<file path="config.mk">
export PLATFORM = sky130hd
export DESIGN_NAME = lrc_line_sched_flat
export DESIGN_NICKNAME = d
export VERILOG_FILES = /design/src/rtl/lrc_pkg.sv /design/src/rtl/lrc_line_sched_if.sv /design/src/rtl/lrc_drain_pipe.sv /design/src/rtl/lrc_line_sched.sv /design/src/flat_wrapper.sv
export SDC_FILE = /design/constraint.sdc
export NUM_CORES = 1
export LEC_CHECK = 0
export ABC_AREA = 1
export BUFFER_PORTS_ARGS = -buffer_cell sky130_fd_sc_hd__buf_2
export CAP_MARGIN = 0
export CORE_ASPECT_RATIO = 0.6
export CORE_UTILIZATION = 45
export CTS_BUF_LIST = sky130_fd_sc_hd__clkbuf_8
export DETAILED_ROUTE_END_ITERATION = 16
export PLACE_DENSITY = 0.71
export SLEW_MARGIN = 20
export SYNTH_ARGS = -nofsm -noshare
export SYNTH_HDL_FRONTEND = slang
export SYNTH_SLANG_ARGS = --single-unit
</file>
<file path="constraint.sdc">
create_clock -name clk -period 3.53 [get_ports clk]
set_clock_uncertainty 0.15 [all_clocks]
set_input_delay 0.353 -clock clk [delete_from_list [all_inputs] [get_ports clk]]
set_output_delay 0.353 -clock clk [all_outputs]
set_load 0.05 [all_outputs]
</file>
<file path="src/rtl/lrc_pkg.sv">
// Shared types and constants for the left-right-check line scheduler.
package lrc_pkg;

  localparam int DWIDTH = 16;
  localparam int FRAC   = 4;
  localparam int AWIDTH = 9;
  localparam int DEPTH  = 512;
  localparam int IWIDTH = DWIDTH - FRAC;
  // Column counters need one extra bit so they can hold DEPTH itself.
  localparam int CWIDTH = AWIDTH + 1;

  typedef enum logic [1:0] {
    IDLE,
    FILL,
    DRAIN
  } state_t;

  function automatic logic [IWIDTH-1:0] disp_int(input logic [DWIDTH-1:0] disp);
    return IWIDTH'(disp >> FRAC);
  endfunction

endpackage

</file>
<file path="src/rtl/lrc_line_sched_if.sv">
// Pixel stream in (SGM side) and aligned pair stream out (LRC side).
interface lrc_line_sched_if;
  import lrc_pkg::*;

  logic              valid_final_L;
  logic              valid_final_R;
  logic [DWIDTH-1:0] disp_L;
  logic [DWIDTH-1:0] disp_R;
  logic              in_ready;

  logic              chk_valid;
  logic [AWIDTH-1:0] chk_col;
  logic [DWIDTH-1:0] chk_disp_L;
  logic [DWIDTH-1:0] chk_disp_R;
  logic              chk_oob;
  logic              row_done;

  modport master (
    output valid_final_L, valid_final_R, disp_L, disp_R,
    input  in_ready, chk_valid, chk_col, chk_disp_L, chk_disp_R, chk_oob, row_done
  );

  modport slave (
    input  valid_final_L, valid_final_R, disp_L, disp_R,
    output in_ready, chk_valid, chk_col, chk_disp_L, chk_disp_R, chk_oob, row_done
  );

endinterface

</file>
<file path="src/rtl/lrc_drain_pipe.sv">
// Three-stage read pipeline: read L[x], then R[x - int(L[x])], present the pair.
module lrc_drain_pipe
  import lrc_pkg::*;
(
  input  logic              clk,
  input  logic              rst,
  input  logic              run,
  input  logic [CWIDTH-1:0] w,
  input  logic [AWIDTH-1:0] range,
  input  logic [DWIDTH-1:0] q_L,
  input  logic [DWIDTH-1:0] q_R,
  output logic [AWIDTH-1:0] rd_addr_L,
  output logic [AWIDTH-1:0] rd_addr_R,
  output logic              chk_valid,
  output logic [AWIDTH-1:0] chk_col,
  output logic [DWIDTH-1:0] chk_disp_L,
  output logic [DWIDTH-1:0] chk_disp_R,
  output logic              chk_oob,
  output logic              last
);

  logic [CWIDTH-1:0]        x;
  logic                     issue;
  logic                     v1, v2;
  logic [AWIDTH-1:0]        x1, col2;
  logic [DWIDTH-1:0]        dl2;
  logic                     oob2, oob1;
  logic [IWIDTH-1:0]        d;
  logic signed [AWIDTH:0]   t;

  assign issue     = run && (x < w);
  assign rd_addr_L = issue ? x[AWIDTH-1:0] : '0;

  // Any d >= DEPTH is already out of range, so t only needs the low AWIDTH bits of d.
  always_comb begin
    // NOTE: every variable written here gets a default first so no latch is inferred.
    rd_addr_R = '0;
    d         = disp_int(q_L);
    t         = $signed({1'b0, x1}) - $signed({1'b0, d[AWIDTH-1:0]});
    oob1      = t[AWIDTH] || (d >= IWIDTH'(range));
    if (v1 && !oob1) rd_addr_R = t[AWIDTH-1:0];
  end

  // Flush clears only the valid bits; stale data behind a cleared valid is harmless.
  always_ff @(posedge clk or negedge rst) begin
    if (!rst) begin
      x    <= '0;
      v1   <= 1'b0;
      v2   <= 1'b0;
      x1   <= '0;
      col2 <= '0;
      dl2  <= '0;
      oob2 <= 1'b0;
    end else if (!run) begin
      x  <= '0;
      v1 <= 1'b0;
      v2 <= 1'b0;
    end else begin
      if (issue) x <= x + CWIDTH'(1);
      v1 <= issue;
      x1 <= x[AWIDTH-1:0];
      v2 <= v1;
      if (v1) begin
        col2 <= x1;
        dl2  <= q_L;
        oob2 <= oob1;
      end
    end
  end

  assign chk_valid  = v2;
  assign chk_col    = col2;
  assign chk_disp_L = dl2;
  assign chk_disp_R = v2 ? q_R : '0;
  assign chk_oob    = oob2;
  assign last       = v2 && ({1'b0, col2} == w - CWIDTH'(1));

endmodule

</file>
<file path="src/rtl/lrc_line_sched.sv">
// Fill/drain sequencer for the left/right disparity line SRAMs feeding the LRC check.
module lrc_line_sched
  import lrc_pkg::*;
(
  input  logic               clk,
  input  logic               rst,
  input  logic               enable,
  input  logic [10:0]        width,
  input  logic [AWIDTH-1:0]  range,
  lrc_line_sched_if.slave    bus,
  output logic [AWIDTH-1:0]  wr_addr_lrc_L,
  output logic [AWIDTH-1:0]  wr_addr_lrc_R,
  output logic               wr_en_lrc_L,
  output logic               wr_en_lrc_R,
  output logic [AWIDTH-1:0]  rd_addr_lrc_L,
  output logic [AWIDTH-1:0]  rd_addr_lrc_R,
  input  logic [DWIDTH-1:0]  q_L,
  input  logic [DWIDTH-1:0]  q_R,
  output logic               err_width,
  output logic               err_ovf
);

  state_t            state;
  logic [CWIDTH-1:0] w, cnt_l, cnt_r, cnt_l_nxt, cnt_r_nxt;
  logic              acc_l, acc_r, ovf, width_ok, fill_done;
  logic              in_ready_q, row_done_q;
  logic              drain_run, last_pair;

  always_comb begin
    acc_l     = (state == FILL) && bus.valid_final_L && (cnt_l < w);
    acc_r     = (state == FILL) && bus.valid_final_R && (cnt_r < w);
    ovf       = (bus.valid_final_L && !acc_l) || (bus.valid_final_R && !acc_r);
    cnt_l_nxt = cnt_l + CWIDTH'(acc_l);
    cnt_r_nxt = cnt_r + CWIDTH'(acc_r);
    fill_done = (cnt_l_nxt == w) && (cnt_r_nxt == w);
    width_ok  = (width != '0) && (width <= 11'(DEPTH));
  end

  // Write strobes are combinational so the SRAM write lands in the strobe cycle.
  assign wr_en_lrc_L   = ~acc_l;
  assign wr_en_lrc_R   = ~acc_r;
  assign wr_addr_lrc_L = cnt_l[AWIDTH-1:0];
  assign wr_addr_lrc_R = cnt_r[AWIDTH-1:0];
  assign drain_run     = (state == DRAIN) && enable;

  always_ff @(posedge clk or negedge rst) begin
    // NOTE: non-blocking assignments so every register samples pre-edge values.
    if (!rst) begin
      state      <= IDLE;
      w          <= '0;
      cnt_l      <= '0;
      cnt_r      <= '0;
      in_ready_q <= 1'b0;
      row_done_q <= 1'b0;
      err_width  <= 1'b0;
      err_ovf    <= 1'b0;
    end else begin
      row_done_q <= 1'b0;
      if (ovf) err_ovf <= 1'b1;
      if (!enable) begin
        state      <= IDLE;
        in_ready_q <= 1'b0;
        cnt_l      <= '0;
        cnt_r      <= '0;
      end else begin
        case (state)
          IDLE: begin
            cnt_l <= '0;
            cnt_r <= '0;
            if (width_ok) begin
              w          <= width[CWIDTH-1:0];
              state      <= FILL;
              in_ready_q <= 1'b1;
            end else begin
              err_width <= 1'b1;
            end
          end
          FILL: begin
            cnt_l <= cnt_l_nxt;
            cnt_r <= cnt_r_nxt;
            if (fill_done) begin
              state      <= DRAIN;
              in_ready_q <= 1'b0;
            end
          end
          DRAIN: begin
            if (last_pair) begin
              row_done_q <= 1'b1;
              state      <= IDLE;
            end
          end
          default: state <= IDLE;
        endcase
      end
    end
  end

  assign bus.in_ready = in_ready_q;
  assign bus.row_done = row_done_q;

  lrc_drain_pipe u_drain (
    .clk        (clk),
    .rst        (rst),
    .run        (drain_run),
    .w          (w),
    .range      (range),
    .q_L        (q_L),
    .q_R        (q_R),
    .rd_addr_L  (rd_addr_lrc_L),
    .rd_addr_R  (rd_addr_lrc_R),
    .chk_valid  (bus.chk_valid),
    .chk_col    (bus.chk_col),
    .chk_disp_L (bus.chk_disp_L),
    .chk_disp_R (bus.chk_disp_R),
    .chk_oob    (bus.chk_oob),
    .last       (last_pair)
  );

endmodule

</file>
<file path="src/flat_wrapper.sv">
// flat-port wrapper written by rule: the top's interface ports become plain ports
module lrc_line_sched_flat import lrc_pkg::*;
  (clk, rst, enable, width, range, wr_addr_lrc_L, wr_addr_lrc_R, wr_en_lrc_L, wr_en_lrc_R, rd_addr_lrc_L, rd_addr_lrc_R, q_L, q_R, err_width, err_ovf, bus_valid_final_L, bus_valid_final_R, bus_disp_L, bus_disp_R, bus_in_ready, bus_chk_valid, bus_chk_col, bus_chk_disp_L, bus_chk_disp_R, bus_chk_oob, bus_row_done);
  lrc_line_sched_if bus_i ();
  input  logic clk;
  input  logic rst;
  input  logic enable;
  input  logic [10:0] width;
  input  logic [AWIDTH-1:0] range;
  output logic [AWIDTH-1:0] wr_addr_lrc_L;
  output logic [AWIDTH-1:0] wr_addr_lrc_R;
  output logic wr_en_lrc_L;
  output logic wr_en_lrc_R;
  output logic [AWIDTH-1:0] rd_addr_lrc_L;
  output logic [AWIDTH-1:0] rd_addr_lrc_R;
  input  logic [DWIDTH-1:0] q_L;
  input  logic [DWIDTH-1:0] q_R;
  output logic err_width;
  output logic err_ovf;
  input wire logic [$bits(bus_i.valid_final_L)-1:0] bus_valid_final_L;
  input wire logic [$bits(bus_i.valid_final_R)-1:0] bus_valid_final_R;
  input wire logic [$bits(bus_i.disp_L)-1:0] bus_disp_L;
  input wire logic [$bits(bus_i.disp_R)-1:0] bus_disp_R;
  output wire logic [$bits(bus_i.in_ready)-1:0] bus_in_ready;
  output wire logic [$bits(bus_i.chk_valid)-1:0] bus_chk_valid;
  output wire logic [$bits(bus_i.chk_col)-1:0] bus_chk_col;
  output wire logic [$bits(bus_i.chk_disp_L)-1:0] bus_chk_disp_L;
  output wire logic [$bits(bus_i.chk_disp_R)-1:0] bus_chk_disp_R;
  output wire logic [$bits(bus_i.chk_oob)-1:0] bus_chk_oob;
  output wire logic [$bits(bus_i.row_done)-1:0] bus_row_done;
  assign bus_i.valid_final_L = bus_valid_final_L;
  assign bus_i.valid_final_R = bus_valid_final_R;
  assign bus_i.disp_L = bus_disp_L;
  assign bus_i.disp_R = bus_disp_R;
  assign bus_in_ready = bus_i.in_ready;
  assign bus_chk_valid = bus_i.chk_valid;
  assign bus_chk_col = bus_i.chk_col;
  assign bus_chk_disp_L = bus_i.chk_disp_L;
  assign bus_chk_disp_R = bus_i.chk_disp_R;
  assign bus_chk_oob = bus_i.chk_oob;
  assign bus_row_done = bus_i.row_done;
  lrc_line_sched u_core (.clk(clk), .rst(rst), .enable(enable), .width(width), .range(range), .bus(bus_i), .wr_addr_lrc_L(wr_addr_lrc_L), .wr_addr_lrc_R(wr_addr_lrc_R), .wr_en_lrc_L(wr_en_lrc_L), .wr_en_lrc_R(wr_en_lrc_R), .rd_addr_lrc_L(rd_addr_lrc_L), .rd_addr_lrc_R(rd_addr_lrc_R), .q_L(q_L), .q_R(q_R), .err_width(err_width), .err_ovf(err_ovf));
endmodule
</file>
==> metrics <==
die area=13600 um2; first drt pass iteration count=6; Synth Flop Type=dfrtp_1; FP Rows=31; number of distinct library cells after synthesis=46; nets=1147; CP endpoint kind=flip-flop; Worst path max stage delay=0.42 ns; Tmin final=3.32 ns; initial cell density of the core=0.476; Slew HR=0.375; worst reg2reg path depth=23; Avg Synthesized Cell Area=7.33 um2; post-synthesis net count=946; first-pass GRT wire length=28900 um; CP Launch Type=flip-flop; synth warn=0; Worst setup startpoint=u_core.cnt_l[1]; Post-Synth Adder-Cell Area=0.111; synthesized area=5900 um2; Tot Pwr=3.03 mW; initial antenna violation count=0; compound-cell area share of the yosys netlist=0.121; drt via density=5.17; CP Cell Sequence=ha_1 > a21boi_0 > o211ai_1 > o2111ai_1 > nand3b_1 > inv_2 > ha_4 > buf_4 > nand2_2 > nor2_4 > nand2_2 > nand2_2 > nand2_2 > nand2_1 > nand2_1 > nor2_1 > nand3_1 > nor2_2 > nand2_1 > nand2_2 > nand3_1 > nand2_1 > nand2_1; H-tree levels=3; WL per Instance=15.5 um; Hold Path Origin=q_L[0]; largest family of logic cells by synthesized area=simple AND/OR/NAND/NOR gates; Clock Path Buffers=2; Seq/Total Area, Yosys=0.352; Clock Latency Late Sink=0.38 ns; Final period util=0.940; largest net degree at the start of global routing=70; clock buffer count from CTS=9; Area growth, synth to finish=29.2%; DR vias=6077; Hold Path End=u_core.u_drain.chk_disp_L[0]; antenna cell count=0; worst flop-to-flop path startpoint=u_core.cnt_l[1]; final hold vios=0; ANT nets after route=0; TritonCTS clock tree=done; Post-Synth XOR/XNOR Area=0.0335; setup TNS=0 ns; Core Footprint=12400 um2; DRT Wirelength=18200 um; CP arrival=3.46 ns; maximum VDD drop=0.000244 V; Synth async-reset ratio=1.00; # setup viols final=0; DP Wirelength=14100 um; GPL Wtd Cong=0.910; overall global routing resource usage=0.276; fin. max-slew vios=0; mux cell area share after synthesis=0; total of max-cap violations=0; Die X=150 um; EDFF count, synth=0; Max Fclk=0.301 GHz; simple-gate share of the synthesized area=0.273; Power per Cell Area=397 nW/um2; CP max-delay cell=dfrtp_1; Fillers=1116; CTS sink count=83; most frequent cells in the layout=nand2_1 (207), buf_2 (140), inv_1 (105); Worst-path clk slew=0.10 ns; Min-Delay Path Depth=3; Yosys reg bits=83; Synth Instances=805; vias in the first global route=5560; initial drt markers=468; Setup CP Type=flip-flop to flip-flop; root buf cell=clkbuf_8; Pleak=4.17 nW; residual DRC count=0; RR Endpoint=u_core.bus.in_ready; Hold Path Class=input pin to flip-flop; die height=90.7 um; CP Data Required Time=3.67 ns; GRT overflow=0; fraction of layout cells with a size suffix above 1=0.301; Slew @ Worst Pin=0.937 ns; critical path fanouts, max=4; outcome=finished, final reports clean; FF-to-FF setup slack=0.21 ns; most common cell after layout, fill and taps aside=nand2_1; # port buffers=141; # IOs=174
==> repair_timing <==
| item | 4_1_cts | 5_1_grt |
|---|---|---|
| hold endpoints to repair | 14 | 0 |
| hold buffers | 1 | 0 |
| resized for setup | 0 | 56 |
| buffers inserted | 0 | 6 |
| setup endpoints to repair | 0 | 3 |
==> report_power, final <==
part           internal (mW)  leakage (nW)  switching, mW
clock                  0.261        0.0912          0.400
sequential              1.05          1.12         0.0721
combinational          0.495          2.96          0.753
==> synth_stat cells (all sizes together) (2+ instances only) <==
cell type    n  share of area
nand3       51          0.043
nor2        70          0.050
clkbuf      13         0.0087
buf         23          0.028
nand3b       5         0.0064
a21oi       29          0.025
nor3b        2         0.0025
o22ai       14          0.015
o211ai       4         0.0051
nand2      222           0.15
inv        113          0.072
o2111ai      4         0.0070
dfrtp       83           0.35
xnor2        8          0.012
nor3        10          0.011
nand4        9          0.011
a21boi       3         0.0038
ha          51           0.11
xor2        12          0.018
o21ai       67          0.057
==> routing by layer <==
metal	vias to the layer above	part of all wire	global-route usage	wire, um
met2	263	0.38	0.361	6950
met3	22	0.098	0.0561	1790
li1	2990	-	-	-
met5	-	0	0	0
met1	2802	0.51	0.453	9310
met4	0	0.010	0.0505	186
==> sequential cells by signal, summed over array words and instances (netlist names), 2 cells and up <==
| name | flops |
|---|---|
| u_core.u_drain.chk_disp_L | 16 |
| u_core.u_drain.x | 10 |
| u_core.u_drain.x1 | 9 |
| u_core.cnt_r | 10 |
| u_core.state | 2 |
| u_core.cnt_l | 10 |
| u_core.u_drain.chk_col | 9 |
| u_core.w | 10 |
==> cells by family after synthesis <==
family                     after synthesis
and+or+nand+nor                        373
buffers and inverters                  150
AOI/OAI and AO/OA                      126
DFF                                     83
adders and majority gates               52
xor gates and xnor gates                21
==> final cells by class <==
| type | count | area [um2] | share of cell area |
|---|---|---|---|
| multi-input cells | 572 | 3380 | 0.443 |
| well taps | 165 | 206 | 0.0271 |
| inverters | 114 | 433 | 0.0567 |
| repair buffers | 226 | 1350 | 0.177 |
| clock buffers | 9 | 124 | 0.0162 |
| clock inverters | 7 | 55.1 | 0.00721 |
| flip-flops and latches | 83 | 2080 | 0.272 |
==> worst max-delay path by stage <==
| stage | end | cells after the start |
|---|---|---|
| CTS | u_core.bus.in_ready | 23 |
| finish | u_core.bus.in_ready | 23 |
| global route | u_core.bus.in_ready | 22 |
| detailed placement | u_core.bus.in_ready | 23 |
| global placement | u_core.bus.in_ready | 23 |
| floorplan | u_core.bus.in_ready | 23 |
==> critical path: cells and delay by family, from the launching register on <==
kind                       cells  cell delay, ns
AOI/OAI and AO/OA              3            0.43
adders and majority gates      2            0.43
buffers and inverters          2            0.21
DFF                            1            0.42
and+or+nand+nor               16            1.56
==> per-stage QoR <==
step	hold WS [ns]	cell area [um2]	util	setup slack, ns	instances
2_1_floorplan	-0.0926	5900	-	0.0377	805
3_3_place_gp	0.290	7190	0.579	0.0316	1153
3_5_place_dp	0.296	7190	0.579	0.0551	1153
4_1_cts	0.0138	7370	0.594	0.00720	1170
5_1_grt	0.0267	7630	0.615	-0.0204	1176
6_report	0.0227	7630	0.615	0.211	1176
(Power assumes the default switching activity.)
